[config.mk]
export PLATFORM = sky130hd
export DESIGN_NAME = step_control_unit
export DESIGN_NICKNAME = d
export VERILOG_FILES = /design/src/rtl/cpu_ctrl_pkg.sv /design/src/rtl/mfc_wait_timer.sv /design/src/rtl/step_control_unit.sv
export SDC_FILE = /design/constraint.sdc
export NUM_CORES = 1
export LEC_CHECK = 0
export ABC_AREA = 0
export CAP_MARGIN = 0
export CORE_ASPECT_RATIO = 1.25
export CORE_MARGIN = 2
export CORE_UTILIZATION = 30
export CTS_CLUSTER_DIAMETER = 60
export DETAILED_ROUTE_END_ITERATION = 10
export SYNTH_ARGS = -nofsm -noshare
export SYNTH_HDL_FRONTEND = slang
export SYNTH_SLANG_ARGS = --single-unit
[constraint.sdc]
create_clock -name Clock -period 1.46 [get_ports Clock]
set_input_delay 0.219 -clock Clock [delete_from_list [all_inputs] [get_ports Clock]]
set_output_delay 0.219 -clock Clock [all_outputs]
set_load 0.05 [all_outputs]
[src/rtl/cpu_ctrl_pkg.sv]
// Shared definitions for the step control unit and its helpers.
//   state_e : FSM state encodings (also driven out on Stage)
//   ysel_e  : write-back source codes driven on Y_Select
//   WAIT_CNT_W : width of the MFC wait counter
package cpu_ctrl_pkg;

  typedef enum logic [2:0] {
    ST_FETCH     = 3'd0,
    ST_DECODE    = 3'd1,
    ST_EXECUTE   = 3'd2,
    ST_MEMORY    = 3'd3,
    ST_WRITEBACK = 3'd4,
    ST_HALT      = 3'd7
  } state_e;

  typedef enum logic [1:0] {
    YSEL_ALU  = 2'd0,
    YSEL_MEM  = 2'd1,
    YSEL_RET  = 2'd2
  } ysel_e;

  localparam int WAIT_CNT_W = 8;

endpackage

[src/rtl/mfc_wait_timer.sv]
// Counts cycles spent waiting for memory function complete.
//   clk_i     : rising-edge clock
//   rst_i     : asynchronous active-high reset
//   clr_i     : clear the count (takes priority over counting)
//   cnt_en_i  : count one waited cycle
//   limit_i   : count value at which the wait is considered expired
//   expired_o : registered count has reached limit_i
module mfc_wait_timer
  import cpu_ctrl_pkg::*;
(
  input  logic                  clk_i,
  input  logic                  rst_i,
  input  logic                  clr_i,
  input  logic                  cnt_en_i,
  input  logic [WAIT_CNT_W-1:0] limit_i,
  output logic                  expired_o
);

  logic [WAIT_CNT_W-1:0] count_q, count_d;

  // Saturating so a stuck enable can never wrap back below the limit.
  always_comb begin
    count_d = count_q;
    if (clr_i) begin
      count_d = '0;
    end else if (cnt_en_i && (count_q != '1)) begin
      count_d = count_q + 1'b1;
    end
  end

  always_ff @(posedge clk_i or posedge rst_i) begin
    if (rst_i) begin
      count_q <= '0;
    end else begin
      count_q <= count_d;
    end
  end

  assign expired_o = (count_q == limit_i);

endmodule

[src/rtl/step_control_unit.sv]
// Multi-cycle CPU step controller: FETCH -> DECODE -> EXECUTE -> MEMORY ->
// WRITEBACK, with MFC handshaking, a memory wait timeout and a sticky HALT.
//   Clock, Reset              : clock, asynchronous active-high reset
//   InstructionFormat..MFC    : decoded instruction attributes and memory ack
//   IR_Enable..RF_WRITE       : datapath controls, decoded from state + inputs
//   Stage                     : registered state encoding
//   Fault, Timeout            : sticky halt / timeout-caused-halt flags
//   InstrCount                : retired-instruction counter (wraps)
module step_control_unit
  import cpu_ctrl_pkg::*;
#(
  parameter bit         WAIT_MFC     = 1'b1,
  parameter int         MEM_TIMEOUT  = 15,
  parameter bit         HALT_ON_IFNR = 1'b1,
  parameter logic [1:0] IMM_FMT      = 2'b01,
  parameter int         CNT_W        = 16
) (
  input  logic             Clock,
  input  logic             Reset,
  input  logic [1:0]       InstructionFormat,
  input  logic             NOP_FLAG,
  input  logic             IFNR_FLAG,
  input  logic             MemRead,
  input  logic             MemWrite,
  input  logic             BranchTaken,
  input  logic             WriteBack,
  input  logic             MFC,
  output logic             IR_Enable,
  output logic             PC_Enable,
  output logic             PC_Select,
  output logic             INC_Select,
  output logic             RA_Enable,
  output logic             RB_Enable,
  output logic             B_Select,
  output logic             RZ_Enable,
  output logic             CCR_Enable,
  output logic             RM_Enable,
  output logic             MA_Select,
  output logic             MEM_Read,
  output logic             MEM_Write,
  output logic [1:0]       Y_Select,
  output logic             RY_Enable,
  output logic             RF_WRITE,
  output logic [2:0]       Stage,
  output logic             Fault,
  output logic             Timeout,
  output logic [CNT_W-1:0] InstrCount
);

  localparam logic [WAIT_CNT_W-1:0] TMO_LIMIT = WAIT_CNT_W'(MEM_TIMEOUT);

  state_e           state_q, state_d;
  logic             fault_q, timeout_q;
  logic [CNT_W-1:0] cnt_q;
  logic             retire, fault_set, tmo_set, wait_en, expired, mem_done;

  assign mem_done = MFC || !WAIT_MFC;

  always_comb begin
    state_d    = state_q;
    retire     = 1'b0;
    fault_set  = 1'b0;
    tmo_set    = 1'b0;
    wait_en    = 1'b0;
    IR_Enable  = 1'b0;
    PC_Enable  = 1'b0;
    PC_Select  = 1'b0;
    INC_Select = 1'b0;
    RA_Enable  = 1'b0;
    RB_Enable  = 1'b0;
    B_Select   = 1'b0;
    RZ_Enable  = 1'b0;
    CCR_Enable = 1'b0;
    RM_Enable  = 1'b0;
    MA_Select  = 1'b0;
    MEM_Read   = 1'b0;
    MEM_Write  = 1'b0;
    Y_Select   = YSEL_ALU;
    RY_Enable  = 1'b0;
    RF_WRITE   = 1'b0;
    unique case (state_q)
      ST_FETCH: begin
        MA_Select = 1'b1;
        MEM_Read  = 1'b1;
        if (mem_done) begin
          IR_Enable = 1'b1;
          PC_Enable = 1'b1;
          PC_Select = 1'b1;
          state_d   = ST_DECODE;
        end else if (expired) begin
          state_d   = ST_HALT;
          fault_set = 1'b1;
          tmo_set   = 1'b1;
        end else begin
          wait_en = 1'b1;
        end
      end
      ST_DECODE: begin
        RA_Enable = 1'b1;
        RB_Enable = 1'b1;
        if ((IFNR_FLAG && HALT_ON_IFNR) || (MemRead && MemWrite)) begin
          state_d   = ST_HALT;
          fault_set = 1'b1;
        end else if (NOP_FLAG || IFNR_FLAG) begin
          state_d = ST_FETCH;
          retire  = 1'b1;
        end else begin
          state_d = ST_EXECUTE;
        end
      end
      ST_EXECUTE: begin
        RZ_Enable  = 1'b1;
        CCR_Enable = 1'b1;
        RM_Enable  = 1'b1;
        B_Select   = (InstructionFormat == IMM_FMT);
        if (BranchTaken) begin
          PC_Enable  = 1'b1;
          PC_Select  = 1'b1;
          INC_Select = 1'b1;
        end
        state_d = ST_MEMORY;
      end
      ST_MEMORY: begin
        if (MemRead || MemWrite) begin
          MEM_Read  = MemRead;
          MEM_Write = MemWrite;
          if (mem_done) begin
            RY_Enable = 1'b1;
            Y_Select  = MemRead ? YSEL_MEM : YSEL_ALU;
            state_d   = ST_WRITEBACK;
          end else if (expired) begin
            state_d   = ST_HALT;
            fault_set = 1'b1;
            tmo_set   = 1'b1;
          end else begin
            wait_en = 1'b1;
          end
        end else begin
          RY_Enable = 1'b1;
          state_d   = ST_WRITEBACK;
        end
      end
      ST_WRITEBACK: begin
        RF_WRITE = WriteBack;
        retire   = 1'b1;
        state_d  = ST_FETCH;
      end
      ST_HALT: begin
        state_d = ST_HALT;
      end
      default: begin
        // Unused encodings are treated as a fault rather than silently resumed.
        state_d   = ST_HALT;
        fault_set = 1'b1;
      end
    endcase
  end

  // The timeout only fires when the registered count already equals the
  // limit and MFC is still low, so an MFC arriving in that cycle wins.
  mfc_wait_timer u_wait (
    .clk_i     (Clock),
    .rst_i     (Reset),
    .clr_i     (state_d != state_q),
    .cnt_en_i  (wait_en),
    .limit_i   (TMO_LIMIT),
    .expired_o (expired)
  );

  always_ff @(posedge Clock or posedge Reset) begin
    if (Reset) begin
      state_q   <= ST_FETCH;
      fault_q   <= 1'b0;
      timeout_q <= 1'b0;
      cnt_q     <= '0;
    end else begin
      state_q <= state_d;
      if (fault_set) fault_q <= 1'b1;
      if (tmo_set) timeout_q <= 1'b1;
      if (retire) cnt_q <= cnt_q + 1'b1;
    end
  end

  assign Stage      = state_q;
  assign Fault      = fault_q;
  assign Timeout    = timeout_q;
  assign InstrCount = cnt_q;

endmodule

Word-level counts from Yosys, hierarchy flattened
Cells that the tools add are included.
- bits in registers: 29
- input bits: 11
- output and inout port bits: 38
- logic and storage cells: 66
- $add $sub $neg: 2
- equal/unequal tests: 9
- muxes and demuxes: 42
- reductions and logical operators: 8
- operators with widths (cell ; count):
    $mux W1 ; 27
    $add A16 B1 Y16 const B ; 1
    $mux W8 ; 2
    $mux W3 ; 5
    $pmux W3 S5 ; 1
    $pmux W1 S2 ; 5
    $add A8 B1 Y8 const B ; 1
    $eq A8 B4 Y1 const B ; 1
    $ne A8 B8 Y1 const B ; 1
    $eq A3 B2 Y1 const B ; 2
    $eq A3 B3 Y1 const B ; 2
    $pmux W1 S4 ; 1
    $eq A3 B1 Y1 const B ; 1
    $logic_not A3 Y1 ; 1
    $logic_or A1 B1 Y1 ; 3
    $ne A3 B3 Y1 ; 1
    $reduce_or A3 Y1 ; 1
    $eq A2 B1 Y1 const B ; 1
    $logic_and A1 B1 Y1 ; 2
    $mux W2 ; 1
    $reduce_bool A2 Y1 ; 1

Longest topological paths before layout
Gate-level depths: netlist of the first run.
- word-level depth: 8
- depth in mapped cells: 7
- mapped depth without buffers: 6

Modules after synthesis
A second synthesis of the first run with hierarchy kept.
- cells, all modules: 179
- area, all modules: 1764.2 um^2
- modules (own cells, without submodules) (module ; times used ; cells an instance ; area an instance (um^2) ; sequential area each (um^2)):
    step_control_unit ; 1 ; 124 ; 1238.7 ; 525.5
    mfc_wait_timer ; 1 ; 55 ; 525.5 ; 200.2

Worst setup path after synthesis of the first run
OpenSTA, ideal clock, no wires.
- kind: reg2out
- from: register state_q[1] (netlist: Stage[1])
- to: output port PC_Select
- arrival time: 3.489 ns
- required time: 1.241 ns
- slack: -2.248 ns
- stages on the path, launching flop included: 7
- buffers on the path: 2
- cell sequence: dfrtp_1 -> buf_2 -> inv_1 -> nor3_1 -> and2_1 -> or2_2 -> buf_4
- cells in the longest elaborated chain, start to end: 2
- elaborated cells between the ends (all ways): 3
- those cells by class: eq/ne (1); mux (1); reduce/logical (1)
- ends and longest elaborated chain (what ; line ; source):
    start, declared ; step_control_unit.sv:52 ; state_e state_q, state_d;
    start signal, assigned ; step_control_unit.sv:177 ; state_q <= state_d;
    $eq A3 B2 Y1 or $logic_not A3 Y1 (tied branches) ; -- ;
    $pmux W1 S2 * ; -- ;
    end, declared ; step_control_unit.sv:30 ; output logic PC_Select,
Every way passes the cells marked *; elsewhere a longest branch is shown, timed or not.

Worst setup path in the final report of the first run
- from: register state_q[1] (netlist: Stage[1])
- to: output port PC_Select
- cells in the longest elaborated chain, start to end: 2
- elaborated cells between the ends (all ways): 3
- those cells by class: eq/ne (1); mux (1); reduce/logical (1)
- ends and longest elaborated chain (what ; line ; source):
    $eq A3 B2 Y1 or $logic_not A3 Y1 (tied branches) ; step_control_unit.sv:81 ; unique case (state_q)
    $pmux W1 S2 * ; step_control_unit.sv:81 ;
Marked as above.

==> flow_summary_export.csv, run 1 <==
group,metric,value,unit
placed_design,preCtsSetupSlack,-0.511,ns
setup_path,cp_num_cells,7,
clock_tree,clock_sinks,29,
synth,syn-cell-area,1650,µm²
timing,fin_crit_sh,1.25,
cells_and_area,final_util,0.664,
die,fp.dieW,70.3,µm
timing,finalClockSkew,0.00876,ns
power_and_ir_drop,power.switching,0.481,mW
clock_tree,clk_pin_slew,0.07,ns
setup_path,critPathKind,"reg -> out",
power_and_ir_drop,power.share.clock,0.364,
global_routing,grt_pass1_wl,8720,µm
clock_tree,clk_latency,0.28,ns
die,dieArea,6110,µm²
route,via_per_inst,5.05,
outcome,violations,"setup timing",
setup_path,critPathTopFamily,"buffers and inverters",
synth,synth.net_count,182,
power_and_ir_drop,internal-power,1.29,mW
global_routing,grtUsageTotal,0.179,
global_routing,grt_pass1_vias,1871,
global_routing,grt.overflow.total,0,
setup_path,worstPathRequired,1.24,ns
cells_and_area,final_common_cell,"buf_4",
power_and_ir_drop,ir_drop,0.269,mV
clock_tree,h-tree-depth,2,
cells_and_area,insertedDiodeCount,0,
placed_design,dpl.hpwl,3400,µm
setup_path,cpPeakStageDelay,0.42,ns
outcome,status,"finished with violations",
synth,synth_ff_type,"dfrtp_1",
synth,synth_area_leader_cell,"dfrtp_1",
synth,yosysTopAreaCellShare,0.440,
synth,async_flop_share,1.00,
clock_tree,numCtsBuffers,5,
route,drc,0,
cells_and_area,final_cell_mix,"buf_4 (52), buf_12 (39), dfrtp_1 (20), buf_6 (19), xnor2_1 (18)",
synth,synth_edf_count,0,
route,drt_wl_total,5380,µm
setup_path,critPathCaptureType,"primary output",
synth,synth_cells,169,
die,die_h,86.9,µm
die,start_util,0.307,
min_path,hold_class,"in -> async",
setup_path,cp_slowest_cell,"dfrtp_2",
timing,setup_viol,45,
timing,hold_viol,0,
clock_tree,cts_buffer_depth,2,
setup_path,critPathArrivalTime,1.61,ns
synth,synth_seq_area_share,0.440,
route,first_pass_iters,4,
cells_and_area,syn2layout_area_growth,116,%
route,drt_iter0_markers,53,
power_and_ir_drop,p_leak,1.58,nW
route,postRouteAntennaNets,0,
synth,synthDistinctLibCells,44,
setup_path,cp-start-kind,"flop",
clock_tree,cts_root_buf,"clkbuf_8",
route,vias,1779,
run,cap_violations,0,
placed_design,numPortBuffers,47,
setup_path,critPathMaxFanout,6,
setup_path,reg2reg_depth,6,
timing,max_freq,0.546,GHz
synth,synth.top_cells.by_area,"dfrtp_1 (44%), xnor2_1 (10%), nand4_1 (3.4%), nor2_1 (3.4%), buf_4 (2.7%)",
timing,fin_crit,1.83,ns
power_and_ir_drop,switching_share,0.271,
placed_design,place.gp.congestion,0.845,
timing,fin_setup_tns,-10.34,ns
power_and_ir_drop,p_per_area,497,nW/µm²
clock_tree,ctsHoldBuffers,0,
route,wl_per_cell,15.3,µm
power_and_ir_drop,p_seq_frac,0.479,
synth,synth_seq_cells,29,
timing,rsz0062_at_grt,"true",
global_routing,antenna_found_initial,0,
global_routing,grt_max_degree,30,
die,io_pins,49,
synth,avgSynthCellArea,9.75,µm²
clock_tree,cts_tree,"done",
cells_and_area,layout-drive-gt1-share,0.622,
die,core.rowCount,30,
setup_path,crit_buf_inv,4,
power_and_ir_drop,power.total,1.77,mW
die,core_area,5370,µm²
cells_and_area,nNetsFinal,300,
setup_path,r2r_slack,-0.36,ns
setup_path,crit_chain,"buf_6 > buf_8 > inv_4 > nor3_4 > and2_4 > or2_4 > buf_12",
timing,drv_slew,0,
timing,setup_ws,-0.371,ns
power_and_ir_drop,pwr-share-comb,0.157,
synth,ys_warn_count,0,
-- kinds of logic (layout without fill, tap and decap cells) --
group / after synthesis / count (layout) / synth area share
AND/OR/NAND/NOR: 74 / 74 / 0.265
flip-flops: 29 / 29 / 0.440
AO/OA/AOI/OAI: 27 / 28 / 0.108
XOR/XNOR: 21 / 21 / 0.112
buffers and inverters: 14 / 132 / 0.0509
adder cells (fa/ha/maj): 2 / 2 / 0.0152
other: 1 / 1 / 0.00228
multiplexers: 1 / 1 / 0.00683
-- final timing paths --
kind / from / end
setup / recovery: Stage[1] / PC_Select
hold / removal: Reset / u_wait.count_q[4]
setup reg to reg: Stage[1] / u_wait.count_q[5]
hold reg to reg: InstrCount[15] / InstrCount[15]
max in group asynchronous: Reset / Stage[0]
min in group Clock: InstrCount[15] / InstrCount[15]
-- cell type report --
type,instances,area (µm²)
multi-input cells,127,1150
clock inverters,2,10.0
fillers,386,1800
repair buffers,121,1500
well taps,64,80.1
inverters,3,13.8
flip-flops and latches,29,737
clock buffers,6,72.6
-- worst min-delay path, delay by kind of cell --
kind                   cells  cell delay [ns]
buffers and inverters      3             0.78
-- cells in the mapped netlist (5+ instances only) --
cell type,number
and3_1,5
nand3_1,7
nor3_1,5
nand2_1,10
a21oi_1,8
nor2_1,15
dfrtp_1,29
xnor2_1,19
and2_1,5
o21ai_0,6
buf_4,6
nand4_1,9
-- repair_timing --
item / 4_1_cts / 5_1_grt
gates resized for setup: 49 / 24
gates cloned: 1 / 0
pin swaps: 25 / 33
setup buffers: 13 / 10
setup endpoints to repair: 45 / 46
-- flip-flops by register name (all words and copies together), names as in the netlist --
name	count
Timeout	1
u_wait.count_q	8
InstrCount	16
Stage	3
Fault	1
-- layer usage --
| layer | wire length (µm) | GRT usage |
|---|---|---|
| met1 | 1980 | 0.194 |
| met2 | 2940 | 0.334 |
| met4 | 151 | 0.0682 |
| met5 | 0 | 0 |
| met3 | 303 | 0.0405 |
-- stage by stage --
stage               area [µm²]  hold slack, ns  std cells
finish                    3560           0.305        352
global route              3560           0.357        352
CTS                       3370           0.318        343
detailed placement        2980           0.516        321
global placement          2980           0.516        321
floorplan                 1780           0.296        169
-- power by group through the flow --
stage	logic (mW)	registers, mW	clock network (mW)
after floorplan	0.0624	0.905	0
after global placement	0.258	0.858	0
after detailed placement	0.260	0.859	0
after CTS	0.268	0.845	0.655
after global routing	0.296	0.852	0.688
final	0.278	0.850	0.646
Power figures use the tool's default switching activity.
==> run 2, diff against run 1 <==
--- a/config.mk
+++ b/config.mk
@@ -9,9 +9,11 @@
 export CAP_MARGIN = 0
 export CORE_ASPECT_RATIO = 1.25
 export CORE_MARGIN = 2
-export CORE_UTILIZATION = 30
+export CORE_UTILIZATION = 42
 export CTS_CLUSTER_DIAMETER = 60
 export DETAILED_ROUTE_END_ITERATION = 10
+export PLACE_DENSITY = 0.75
 export SYNTH_ARGS = -nofsm -noshare
 export SYNTH_HDL_FRONTEND = slang
 export SYNTH_SLANG_ARGS = --single-unit
+export TNS_END_PERCENT = 5
==> run 2 against run 1 <==
The run still ends with setup timing left. Worst hold slack lost 0.0094 ns. Total power rose by 13%. Critical path type unchanged. Worst setup slack got worse by 0.041 ns. Largest power group is now clock. Critical path depth shrank 1. Non-clock buffer count fell by 22. Register-to-register slack improved by 0.05 ns. Routed wire length increased by 4.8%. First-iteration DRC count rose by 13%. Flip-flop and latch count unchanged. Final cell count shrank 9.4%. Critical endpoint is now PC_Enable. Largest cell class unchanged.
==> flow_summary_export.csv, run 2 (synthesis gave the netlist of run 1 again) <==
group,metric,value,unit
setup_path,cp-start-kind,"flop",
power_and_ir_drop,p_leak,1.36,nW
cells_and_area,insertedDiodeCount,0,
power_and_ir_drop,power.share.clock,0.442,
die,fp.dieW,60.0,µm
route,via_per_inst,5.41,
timing,drv_slew,0,
global_routing,grt.overflow.total,0,
cells_and_area,final_util,0.836,
die,io_pins,49,
setup_path,critPathKind,"reg -> out",
power_and_ir_drop,pwr-share-comb,0.136,
cells_and_area,num-fill-cells,183,
route,drt_wl_total,5630,µm
setup_path,cp_slowest_cell,"dfrtp_2",
timing,setup_ws,-0.411,ns
clock_tree,cts_buffer_depth,2,
global_routing,antenna_found_initial,0,
cells_and_area,final_cells,319,
route,postRouteAntennaNets,0,
route,vias,1726,
global_routing,grt_max_degree,30,
global_routing,grtUsageTotal,0.271,
clock_tree,clk_latency,0.29,ns
power_and_ir_drop,power.switching,0.501,mW
placed_design,dpl.hpwl,3500,µm
clock_tree,clock_sinks,29,
setup_path,worstPathRequired,1.24,ns
cells_and_area,final_common_cell,"buf_4",
min_path,hold_class,"in -> async",
clock_tree,cts_tree,"done",
route,drc,0,
cells_and_area,syn2layout_area_growth,92.0,%
cells_and_area,final_cell_mix,"buf_4 (46), buf_12 (36), dfrtp_1 (26), xnor2_1 (19), clkdlybuf4s50_1 (10)",
setup_path,r2r_slack,-0.31,ns
timing,max_freq,0.534,GHz
power_and_ir_drop,p_seq_frac,0.422,
power_and_ir_drop,switching_share,0.249,
setup_path,critPathMaxFanout,4,
placed_design,dp.cells,306,
power_and_ir_drop,p_per_area,636,nW/µm²
die,die_h,74.0,µm
clock_tree,ctsHoldBuffers,0,
die,start_util,0.435,
die,core.rowCount,25,
global_routing,grt_pass1_wl,8910,µm
route,wl_per_cell,17.7,µm
setup_path,crit_top_cell,"or2_4",
placed_design,numPortBuffers,47,
timing,setup_viol,45,
cells_and_area,nNetsFinal,277,
run,cap_violations,0,
outcome,violations,"setup timing",
setup_path,crit_buf_inv,2,
global_routing,grt_pass1_vias,1813,
cells_and_area,regArea,729,µm²
timing,fin_setup_tns,-10.29,ns
setup_path,r2r_start,"Stage[1]",
cells_and_area,layout-drive-gt1-share,0.532,
cells_and_area,multi_input_area,991,µm²
setup_path,reg2reg_depth,6,
timing,fin_crit,1.87,ns
setup_path,critPathArrivalTime,1.65,ns
die,dieArea,4440,µm²
die,core_area,3780,µm²
placed_design,place.gp.congestion,0.791,
setup_path,cpPeakStageDelay,0.45,ns
clock_tree,numCtsBuffers,5,
setup_path,critPathTopFamily,"simple AND/OR/NAND/NOR gates",
outcome,status,"finished with violations",
clock_tree,clk_pin_slew,0.07,ns
timing,rsz0062_at_grt,"true",
timing,fin_crit_sh,1.28,
setup_path,r2r-end,"u_wait.count_q[1]",
power_and_ir_drop,internal-power,1.51,mW
route,drt_iter0_markers,60,
timing,finalClockSkew,0.0112,ns
setup_path,crit_chain,"or2_4 > buf_6 > nor2_4 > and2_4 > or2_4 > buf_12",
cells_and_area,largest_reg_flops,16,
clock_tree,cts_root_buf,"clkbuf_8",
timing,hold_viol,0,
clock_tree,h-tree-depth,2,
route,first_pass_iters,4,
setup_path,critPathCaptureType,"primary output",
power_and_ir_drop,ir_drop,0.589,mV
## run 2: tightest hold or removal path, delay by kind of cell
family	cells	cell delay, ns
buf+inv	3	0.78
## run 2: worst max path at each step
stage | slack, ns | cells after the start | to | start
2_1_floorplan | -0.81 | 6 | PC_Select | Stage[1]
3_3_place_gp | -0.45 | 6 | Fault | MemRead
3_5_place_dp | -0.50 | 6 | u_wait.count_q[5] | MemRead
4_1_cts | -0.36 | 6 | PC_Enable | Stage[1]
5_1_grt | -0.46 | 6 | PC_Enable | Stage[1]
6_report | -0.41 | 6 | PC_Enable | Stage[1]
## run 2: final cells by class
cell class              count  area share
inverters                   3     0.00435
clock inverters             1     0.00949
flip-flops and latches     29       0.231
multi-input cells         126       0.313
well taps                  54      0.0214
repair buffers             99       0.394
clock buffers               7      0.0273
## run 2: metrics by stage
| stage | setup slack, ns | instance area [µm²] | total power, mW | hold slack [ns] |
|---|---|---|---|---|
| floorplan | -0.815 | 1710 | 0.965 | 0.297 |
| finish | -0.411 | 3160 | 2.01 | 0.295 |
| global placement | -0.445 | 2870 | 1.11 | 0.485 |
| CTS | -0.365 | 3100 | 2.00 | 0.313 |
| detailed placement | -0.497 | 2870 | 1.11 | 0.479 |
| global route | -0.458 | 3160 | 2.09 | 0.350 |
## run 2: per-layer routing
metal  global-route usage  vias to the layer above  share of wire
li1                     -                      787              -
met1                0.306                      840           0.37
met2                0.472                       77           0.53
met3               0.0591                       22          0.059
met4                0.138                        0          0.034
met5                    0                        -              0
## run 2: power groups by stage
stage,Clock [mW],Sequential [mW],Combinational [mW]
after floorplan,0,0.905,0.0596
after global placement,0,0.860,0.245
after detailed placement,0,0.862,0.253
after CTS,0.890,0.848,0.259
after global routing,0.941,0.852,0.296
final,0.890,0.850,0.274
## run 2: what timing repair did
| action | 4_1_cts | 5_1_grt |
|---|---|---|
| endpoints found under the setup margin | 45 | 45 |
| gates resized for setup | 25 | 13 |
| pin swaps | 11 | 5 |
| setup buffers | 5 | 0 |
==> run 3, diff against run 2 <==
--- a/config.mk
+++ b/config.mk
@@ -13,6 +13,7 @@
 export CTS_CLUSTER_DIAMETER = 60
 export DETAILED_ROUTE_END_ITERATION = 10
 export PLACE_DENSITY = 0.75
+export SKIP_LAST_GASP = 1
 export SYNTH_ARGS = -nofsm -noshare
 export SYNTH_HDL_FRONTEND = slang
 export SYNTH_SLANG_ARGS = --single-unit
==> constraint.sdc (replaced) <==
create_clock -name Clock -period 1.51 [get_ports Clock]
set_input_delay 0.2265 -clock Clock [delete_from_list [all_inputs] [get_ports Clock]]
set_output_delay 0.2265 -clock Clock [all_outputs]
set_load 0.05 [all_outputs]
==> run 3 against run 2 <==
The run still ends with setup timing left. Routed wire length decreased by 18%. Final cell count grew 0.63%. Flip-flop and latch count did not move. Die area did not move. Global-route usage is 4.4 points lower. Worst setup slack improved by 0.12 ns. Combinational power fell by 17%. Sequential power is 2.7% lower. Count of clock-buffer cells in the layout shrank 2. Critical endpoint is now PC_Select.
==> flow_summary_export.csv, run 3 (synthesis gave the netlist of run 1 again) <==
group,metric,value,unit
min_path,hold_class,"in -> async",
placed_design,dpl.hpwl,3550,µm
outcome,status,"finished with violations",
die,core.rowCount,25,
cells_and_area,layout-drive-gt1-share,0.464,
route,postRouteAntennaNets,0,
timing,drv_slew,0,
setup_path,critPathMaxFanout,4,
global_routing,grt_pass1_wl,7440,µm
clock_tree,numCtsBuffers,5,
global_routing,grt_max_degree,30,
timing,rsz0062_at_grt,"true",
run,cap_violations,0,
setup_path,critPathCaptureType,"primary output",
placed_design,place.gp.congestion,0.800,
cells_and_area,final_cell_mix,"buf_4 (56), buf_12 (34), dfrtp_1 (26), xnor2_1 (19), nor2_1 (13)",
route,drc,0,
route,via_per_inst,5.13,
cells_and_area,insertedDiodeCount,0,
placed_design,numPortBuffers,47,
timing,fin_crit_sh,1.20,
die,core_area,3780,µm²
clock_tree,clock_sinks,29,
clock_tree,ctsHoldBuffers,0,
power_and_ir_drop,power.total,1.67,mW
cells_and_area,largest_reg_flops,16,
timing,setup_ws,-0.295,ns
die,io_pins,49,
setup_path,cp-start-kind,"flop",
die,start_util,0.435,
global_routing,grt_pass1_vias,1655,
clock_tree,cts_tree,"done",
timing,finalClockSkew,0.00705,ns
die,fp.dieW,60.0,µm
timing,fin_crit,1.80,ns
global_routing,grtUsageTotal,0.227,
setup_path,worstPathRequired,1.28,ns
route,drt_wl_total,4610,µm
cells_and_area,syn2layout_area_growth,82.4,%
timing,hold_viol,0,
timing,max_freq,0.554,GHz
timing,setup_viol,45,
route,first_pass_iters,4,
placed_design,post_dp_cell_area,2860,µm²
power_and_ir_drop,ir_drop,0.531,mV
clock_tree,cts_buffer_depth,2,
route,wl_per_cell,14.3,µm
clock_tree,h-tree-depth,2,
setup_path,critPathArrivalTime,1.58,ns
global_routing,grt.overflow.total,0,
clock_tree,cts_root_buf,"clkbuf_8",
placed_design,preCtsSetupSlack,-0.450,ns
setup_path,critPathKind,"reg -> out",
global_routing,antenna_found_initial,0,
clock_tree,clk_pin_slew,0.07,ns
die,die_h,74.0,µm
route,vias,1648,
cells_and_area,fin_area,3010,µm²
power_and_ir_drop,p_per_area,556,nW/µm²
die,dieArea,4440,µm²
cells_and_area,final_common_cell,"buf_4",
outcome,violations,"setup timing",
clock_tree,clk_latency,0.28,ns
route,drt_iter0_markers,43,
cells_and_area,nNetsFinal,279,
power_and_ir_drop,p_leak,1.34,nW
run 3: path summary, 6_finish.rpt:
path	start	endpoint	slack [ns]	cells past startpoint
min in group Clock	InstrCount[15]	InstrCount[15]	0.49	1
max in group asynchronous	Reset	Stage[0]	0.91	3
setup / recovery	Stage[1]	PC_Select	-0.29	6
hold reg to reg	InstrCount[15]	InstrCount[15]	0.49	1
hold / removal	Reset	InstrCount[12]	0.31	3
setup reg to reg	Stage[1]	u_wait.count_q[1]	-0.23	6
run 3: power breakdown:
part           switching (mW)  internal [mW]
registers              0.0292          0.798
logic                   0.114          0.113
clock network           0.302          0.317
total                   0.445           1.23
run 3: per-layer routing:
metal	up-vias	wire length [µm]	global-route usage	part of all wire
met1	794	1790	0.262	0.39
met3	13	240	0.0487	0.052
met2	59	2430	0.384	0.53
li1	782	-	-	-
met4	0	145	0.128	0.031
met5	-	0	0	0
run 3: final cells by class:
| type | instances | area (µm²) |
|---|---|---|
| Clock buffer | 5 | 68.8 |
| Clock inverter | 3 | 17.5 |
| Fill cell | 217 | 779 |
| Inverter | 3 | 13.8 |
| Multi-Input combinational cell | 126 | 897 |
| Sequential cell | 29 | 729 |
| Tap cell | 54 | 67.6 |
| Timing Repair Buffer | 101 | 1210 |
run 3: what timing repair did:
action / in CTS / in global routing
resized for setup: 8 / 0
endpoints found under the setup margin: 45 / 45
gates cloned: 0 / 0
pin swaps: 5 / 4
setup buffers: 4 / 1
run 3: worst max-delay path: stages, from the launching register on:
cell and delay [ns]:
dfrtp_2 0.42, or2_4 0.27, buf_6 0.12, nor2_4 0.07, and2_4 0.14, or2_4 0.14
buf_12 0.13
run 3: metrics by stage:
| stage | std cells | TNS, ns | hold slack, ns | util |
|---|---|---|---|---|
| 6_report | 321 | -6.66 | 0.306 | 0.794 |
| 5_1_grt | 321 | -10.77 | 0.349 | 0.794 |
| 4_1_cts | 320 | -6.85 | 0.312 | 0.792 |
| 3_5_place_dp | 308 | -11.31 | 0.476 | 0.756 |
| 3_3_place_gp | 308 | -9.34 | 0.465 | 0.756 |
| 2_1_floorplan | 169 | -11.72 | 0.304 | - |
